<file path="config.mk">
export PLATFORM = sky130hd
export DESIGN_NAME = abuf_drain
export DESIGN_NICKNAME = d
export VERILOG_FILES = /design/src/rtl/abuf_drain_pkg.sv /design/src/rtl/abuf_drain_fifo.sv /design/src/rtl/abuf_drain.sv
export SDC_FILE = /design/constraint.sdc
export NUM_CORES = 1
export LEC_CHECK = 0
export CAP_MARGIN = 20
export CORE_UTILIZATION = 41
export DETAILED_ROUTE_END_ITERATION = 10
export GPL_TIMING_DRIVEN = 0
export HOLD_SLACK_MARGIN = 0.05
export PLACE_DENSITY = 0.65
export REMOVE_ABC_BUFFERS = 1
export SLEW_MARGIN = 20
export SYNTH_ARGS = -nofsm -noshare
export SYNTH_HDL_FRONTEND = slang
export SYNTH_SLANG_ARGS = --single-unit
</file>
<file path="constraint.sdc">
create_clock -name clk_i -period 21.7 [get_ports clk_i]
set_input_delay 6.51 -clock clk_i [delete_from_list [all_inputs] [get_ports clk_i]]
set_output_delay 6.51 -clock clk_i [all_outputs]
set_load 0.02 [all_outputs]
</file>
<file path="src/rtl/abuf_drain_pkg.sv">
// Shared types and geometry for the accumulation-buffer drain path.
package abuf_drain_pkg;

    localparam int unsigned DATA_W    = 8;
    localparam int unsigned BATCH     = 2;
    localparam int unsigned RES_W     = 16;
    localparam int unsigned PE_NUM    = 32;
    localparam int unsigned BUF_DEPTH = 256;

    // Bits needed to index n items; never less than one.
    function automatic int unsigned bw(input int unsigned n);
        return (n <= 1) ? 1 : $clog2(n);
    endfunction

    localparam int unsigned GRP_NUM = PE_NUM / 4;
    localparam int unsigned GRP_W   = bw(GRP_NUM);
    localparam int unsigned ADDR_W  = bw(BUF_DEPTH);
    localparam int unsigned LANE_W  = BATCH * RES_W;

    typedef logic [3:0][LANE_W-1:0] acc_word_t;

    typedef struct packed {
        logic             valid;
        logic [GRP_W-1:0] grp;
        logic             last;
    } drain_tag_t;

    typedef struct packed {
        acc_word_t        data;
        logic [GRP_W-1:0] grp;
        logic             last;
    } drain_entry_t;

    typedef enum logic [1:0] {
        StIdle,
        StRun,
        StFlush,
        StDone
    } drain_state_e;

    // Clamp every signed RES_W element to zero when negative.
    function automatic acc_word_t relu(input acc_word_t w);
        acc_word_t r;
        r = w;
        for (int j = 0; j < 4; j++) begin
            for (int b = 0; b < int'(BATCH); b++) begin
                if (w[j][b*RES_W+RES_W-1]) begin
                    r[j][b*RES_W +: RES_W] = '0;
                end
            end
        end
        return r;
    endfunction

endpackage

</file>
<file path="src/rtl/abuf_drain_fifo.sv">
// Synchronous first-word-fall-through FIFO of drain entries with an occupancy count.
module abuf_drain_fifo
    import abuf_drain_pkg::*;
#(
    parameter int unsigned Depth = 8,
    localparam int unsigned CntW = $clog2(Depth + 1),
    localparam int unsigned PtrW = (Depth > 1) ? $clog2(Depth) : 1
) (
    input  logic            clk_i,
    input  logic            rst_i,
    input  logic            push_i,
    input  drain_entry_t    push_data_i,
    input  logic            pop_i,
    output drain_entry_t    head_o,
    output logic            empty_o,
    output logic [CntW-1:0] count_o
);

    drain_entry_t    mem_q [Depth];
    logic [PtrW-1:0] wr_ptr_q, wr_ptr_d;
    logic [PtrW-1:0] rd_ptr_q, rd_ptr_d;
    logic [CntW-1:0] count_q, count_d;
    logic            full;
    logic            pop;

    assign empty_o = (count_q == '0);
    assign full    = (count_q == CntW'(Depth));
    assign pop     = pop_i && !empty_o;
    assign head_o  = mem_q[rd_ptr_q];
    assign count_o = count_q;

    always_comb begin
        wr_ptr_d = wr_ptr_q;
        rd_ptr_d = rd_ptr_q;
        count_d  = count_q;
        if (push_i) begin
            wr_ptr_d = (wr_ptr_q == PtrW'(Depth - 1)) ? '0 : wr_ptr_q + 1'b1;
        end
        if (pop) begin
            rd_ptr_d = (rd_ptr_q == PtrW'(Depth - 1)) ? '0 : rd_ptr_q + 1'b1;
        end
        count_d = count_q + CntW'(push_i) - CntW'(pop);
    end

    always_ff @(posedge clk_i) begin
        if (rst_i) begin
            wr_ptr_q <= '0;
            rd_ptr_q <= '0;
            count_q  <= '0;
        end else begin
            wr_ptr_q <= wr_ptr_d;
            rd_ptr_q <= rd_ptr_d;
            count_q  <= count_d;
        end
    end

    always_ff @(posedge clk_i) begin
        if (push_i) begin
            mem_q[wr_ptr_q] <= push_data_i;
        end
    end

    // Issue credits make overflow impossible; a full push without a pop is a design bug.
    assert property (@(posedge clk_i) disable iff (rst_i) !(push_i && full && !pop));

endmodule

</file>
<file path="src/rtl/abuf_drain.sv">
// Drains PE accumulation buffers group by group onto a valid/ready stream.
// Define ABUF_DRAIN_RELU_EN to clamp negative elements to zero at FIFO push.
module abuf_drain
    import abuf_drain_pkg::*;
#(
    parameter int unsigned PE_RD_LAT  = 2,
    parameter int unsigned FIFO_DEPTH = 8
) (
    input  logic              clk_i,
    input  logic              rst_i,
    input  logic              start_i,
    input  logic [GRP_W-1:0]  grp_last_i,
    input  logic [ADDR_W-1:0] addr_last_i,
    output logic              busy_o,
    output logic              done_o,
    output logic [GRP_W-1:0]  rd_sel_o,
    output logic [ADDR_W-1:0] abuf_rd_addr_o,
    input  acc_word_t         abuf_rd_data_i,
    output logic              m_valid_o,
    input  logic              m_ready_i,
    output acc_word_t         m_data_o,
    output logic [GRP_W-1:0]  m_grp_o,
    output logic              m_last_o
);

    localparam int unsigned CntW = $clog2(FIFO_DEPTH + 1);

    if (FIFO_DEPTH < PE_RD_LAT + 2) begin : g_depth_check
        $error("abuf_drain: FIFO_DEPTH must be >= PE_RD_LAT+2");
    end
    if (PE_RD_LAT < 1) begin : g_lat_check
        $error("abuf_drain: PE_RD_LAT must be >= 1");
    end

    drain_state_e             state_q, state_d;
    logic [GRP_W-1:0]         grp_q, grp_d;
    logic [ADDR_W-1:0]        addr_q, addr_d;
    logic [GRP_W-1:0]         grp_last_q, grp_last_d;
    logic [ADDR_W-1:0]        addr_last_q, addr_last_d;
    drain_tag_t [PE_RD_LAT:0] tag_q, tag_d;
    logic [GRP_W-1:0]         rd_sel_q;

    logic            issue;
    logic            at_last;
    logic            credit_ok;
    int unsigned     inflight;
    logic            push;
    logic            pop;
    drain_entry_t    push_entry;
    drain_entry_t    head;
    logic            empty;
    logic [CntW-1:0] fifo_count;

    // Credits count reads still in the tag pipe so a push always finds room.
    always_comb begin
        inflight = 0;
        for (int i = 0; i <= int'(PE_RD_LAT); i++) begin
            inflight = inflight + 32'(tag_q[i].valid);
        end
        credit_ok = (32'(fifo_count) + inflight) < FIFO_DEPTH;
    end

    assign at_last = (grp_q == grp_last_q) && (addr_q == addr_last_q);
    assign pop     = m_valid_o && m_ready_i;

    always_comb begin
        state_d     = state_q;
        grp_d       = grp_q;
        addr_d      = addr_q;
        grp_last_d  = grp_last_q;
        addr_last_d = addr_last_q;
        issue       = 1'b0;
        case (state_q)
            StIdle: begin
                if (start_i) begin
                    state_d     = StRun;
                    grp_last_d  = grp_last_i;
                    addr_last_d = addr_last_i;
                    grp_d       = '0;
                    addr_d      = '0;
                end
            end
            StRun: begin
                if (credit_ok) begin
                    issue = 1'b1;
                    if (at_last) begin
                        state_d = StFlush;
                        grp_d   = '0;
                        addr_d  = '0;
                    end else if (addr_q == addr_last_q) begin
                        addr_d = '0;
                        grp_d  = grp_q + 1'b1;
                    end else begin
                        addr_d = addr_q + 1'b1;
                    end
                end
            end
            StFlush: begin
                if (pop && head.last) begin
                    state_d = StDone;
                end
            end
            StDone:  state_d = StIdle;
            default: state_d = StIdle;
        endcase
    end

    always_comb begin
        tag_d[0].valid = issue;
        tag_d[0].grp   = grp_q;
        tag_d[0].last  = issue && at_last;
        for (int i = 1; i <= int'(PE_RD_LAT); i++) begin
            tag_d[i] = tag_q[i-1];
        end
    end

    // Stage PE_RD_LAT-1 lines up with the PE output; hold the select when idle.
    assign rd_sel_o = tag_q[PE_RD_LAT-1].valid ? tag_q[PE_RD_LAT-1].grp : rd_sel_q;

    always_ff @(posedge clk_i) begin
        if (rst_i) begin
            state_q     <= StIdle;
            grp_q       <= '0;
            addr_q      <= '0;
            grp_last_q  <= '0;
            addr_last_q <= '0;
            tag_q       <= '0;
            rd_sel_q    <= '0;
        end else begin
            state_q     <= state_d;
            grp_q       <= grp_d;
            addr_q      <= addr_d;
            grp_last_q  <= grp_last_d;
            addr_last_q <= addr_last_d;
            tag_q       <= tag_d;
            rd_sel_q    <= rd_sel_o;
        end
    end

    assign push = tag_q[PE_RD_LAT].valid;

    always_comb begin
`ifdef ABUF_DRAIN_RELU_EN
        push_entry.data = relu(abuf_rd_data_i);
`else
        push_entry.data = abuf_rd_data_i;
`endif
        push_entry.grp  = tag_q[PE_RD_LAT].grp;
        push_entry.last = tag_q[PE_RD_LAT].last;
    end

    abuf_drain_fifo #(
        .Depth(FIFO_DEPTH)
    ) u_fifo (
        .clk_i      (clk_i),
        .rst_i      (rst_i),
        .push_i     (push),
        .push_data_i(push_entry),
        .pop_i      (pop),
        .head_o     (head),
        .empty_o    (empty),
        .count_o    (fifo_count)
    );

    assign abuf_rd_addr_o = addr_q;
    assign busy_o         = (state_q == StRun) || (state_q == StFlush);
    assign done_o         = (state_q == StDone);
    assign m_valid_o      = !empty;
    assign m_data_o       = head.data;
    assign m_grp_o        = head.grp;
    assign m_last_o       = !empty && head.last;

endmodule

</file>
==> flow_summary.yaml <==
placed_design:
  dp_slack_ns: 11.91
  placed_cell_area_mm2: 0.0485
  hpwl_um: 58000
  io_buffers: 288
  place_inst: 3508
  place_congestion: 0.785
clock_network:
  cts_sinks: 1111
  cts_hold_buf: 0
  clk_pin_slew_ns: 0.06
  cts_root_buf: "clkbuf_16"
  cts_tree: "done"
  cts_max_level: 3
  cts_resized: 0
  clkLatencyLatePin_ns: 0.71
  post-cts-setup-buffers: 0
  clk_path_buf_depth: 3
  cts_buffers: 111
min_path:
  worstHoldStart: "tag_d[10]$_SDFF_PP0_"
  hold_path.class: "reg -> reg"
  hold_path_depth: 1
global_route:
  grt_pass1_vias: 20800
  overflow: 0
  grt_max_degree: 46
  antenna_found_initial: 8
  grt.total_usage_pct: 17.3
  grt_pass1_wl_um: 133000
routing:
  drt_iter0_markers: 1292
  drt_first_pass_iters: 5
  wl_per_cell_um: 24.1
  routed_wl_um: 89600
  drtAntennaViolNets: 0
  vias_per_cell: 5.26
  vias: 19500
  drc: 0
sta:
  setup_viol: 0
  worst_clock_skew_ns: 0.0287
  min_period_ns: 10.41
  maxSlewHeadroom_pct: 52.4
  slew_viol_final: 0
  hold_viol: 0
  finalCritPeriodShare_pct: 48.0
  layout_setup_ws_ns: 11.29
  fmax_ghz: 0.0961
  rsz0062_at_grt: "no"
  tightest_slew_ns: 0.714
  tns_ns: 0
synth:
  synth_area_mm2: 0.0420
  synth.area.top_cells: "edfxtp_1 75%, mux4_2 14%, mux2_2 3.6%"
  synth_warnings: 0
  yosysSeqAreaShare_pct: 78.0
  synth-simple-area-share_pct: 1.49
  synth_compound_area_share_pct: 0.866
  synth-seq-cells: 1111
  synthMuxAreaShare_pct: 17.8
  syn_area_per_cell_um2: 23.1
  ys_types: 51
  synth-adder-area-share_pct: 0.601
  synth_top_area_share_pct: 75.4
  synthArstFlopShare_pct: 0
  synthCells: 1819
  synth_xor_xnor_area_share_pct: 0.271
  synth_top_area_cell: "edfxtp_1"
  synthFlopType: "edfxtp_1"
  synth_edf_count: 1056
  synth_top_family_by_area: "multiplexers"
critical_path:
  r2r_setup_slack_ns: 18.50
  arrival_ns: 3.90
  critPathRequiredTime_ns: 15.19
  worstPathMaxFanout: 34
  crit_path_end_kind: "primary output"
  ff2ff_path_depth: 9
  criticalPathCategory: "reg -> out"
  rr_startpoint: "push$_SDFF_PP0_"
  critPathLaunchType: "register"
power:
  ir_drop_v: 0.0000792
  report.power.total_mw: 5.26
  leakagePower_nw: 16.3
  pwr_density_cell_mw_per_mm2: 101
floorplanning:
  io-pin-count: 289
  coreArea_mm2: 0.102
  dieArea_mm2: 0.104
  start_util_pct: 41.3
  die_x_um: 322
  rows: 117
  die_h_um: 322
cells_and_area:
  final_cell_area_mm2: 0.0521
  syn_to_final_growth_pct: 23.9
  drive_gt1_share_pct: 29.6
  most-common-layout-cells: "1056 x edfxtp_1, 287 x clkdlybuf4s50_1, 262 x mux4_2"
  stdcell_count: 3716
  nFillCells: 7924
  fin_nets: 2415
  final_common_cell: "edfxtp_1"
status:
  outcome: "finished clean"
job:
  drv_cap: 0
-- flip-flops by register name (all words and copies together) (netlist names), 4 cells and up, named ones only --
register	cells
abuf_rd_addr_o	8
addr_last_q	8
push_entry	4
tag_d	10
u_fifo.count_o	4
u_fifo.mem_q	1056
-- critical path, cell delays in order, from the launching register on --
cell and delay [ns]:
dfxtp_4 0.82, buf_16 0.32, buf_16 0.28, buf_16 0.28, mux4_2 0.54, mux2_2 0.28, clkdlybuf4s50_1 0.58
-- report_power, final --
group	switching (mW)	total, mW	internal [mW]
Combinational	0.456	0.973	0.517
Sequential	0.0321	2.41	2.37
Clock	0.803	1.89	1.08
-- Yosys cell counts, types with 4 or more instances --
master / n
edfxtp_1: 1056
mux4_2: 262
mux2_2: 134
dfxtp_1: 55
nand2_1: 43
clkbuf_1: 35
buf_2: 28
a21oi_1: 24
buf_1: 21
nor2_1: 19
ha_1: 17
inv_1: 15
nor2b_1: 14
nand3_1: 12
xor2_1: 12
o21ai_0: 7
mux2i_1: 6
nor3_1: 5
a32o_1: 4
and2_1: 4
-- layout make-up --
type                       count  area (µm²)  area share [%]
tap                         1368        1710            3.29
multi-input combinational    609        8880            17.1
timing repair buffer         405        4980            9.56
sequential                  1111       32800            63.0
clock inverter                71         727            1.40
inverter                      15        56.3           0.108
clock buffer                 136        2890            5.56
antenna                        1        2.50         0.00481
-- logic make-up (layout without fill, tap and decap cells) --
| logic type | Yosys count | in the layout |
|---|---|---|
| compound gates | 53 | 53 |
| xor+xnor | 13 | 13 |
| fa+ha+maj | 19 | 19 |
| buf+inv | 99 | 627 |
| flops | 1111 | 1111 |
| mux | 402 | 402 |
| other cells | 0 | 1 |
| simple gates | 122 | 122 |
-- routing by layer --
layer / wire length [µm] / track usage (%) / vias to the layer above
li1: - / - / 8521
met1: 37900 / 23.1 / 10400
met2: 45200 / 28.9 / 491
met3: 4770 / 3.45 / 135
met4: 1650 / 4.88 / 14
met5: 84 / 0 / -
-- worst paths after layout --
kind / to
worst max-delay path: m_data_o[85]
worst min-delay path: push_entry[0]$_SDFF_PP0_
worst max register to register: u_fifo.mem_q[0][41]$_DFFE_PP_
worst min register to register: push_entry[0]$_SDFF_PP0_
-- stage by stage --
step	utilization (%)	hold WS [ns]
3_5_place_dp	47.6	0.423
6_report	51.2	0.429
4_1_cts	51.2	0.434
2_1_floorplan	-	0.414
3_3_place_gp	45.5	0.418
5_1_grt	51.2	0.447
Power figures use the tool's default switching activity.
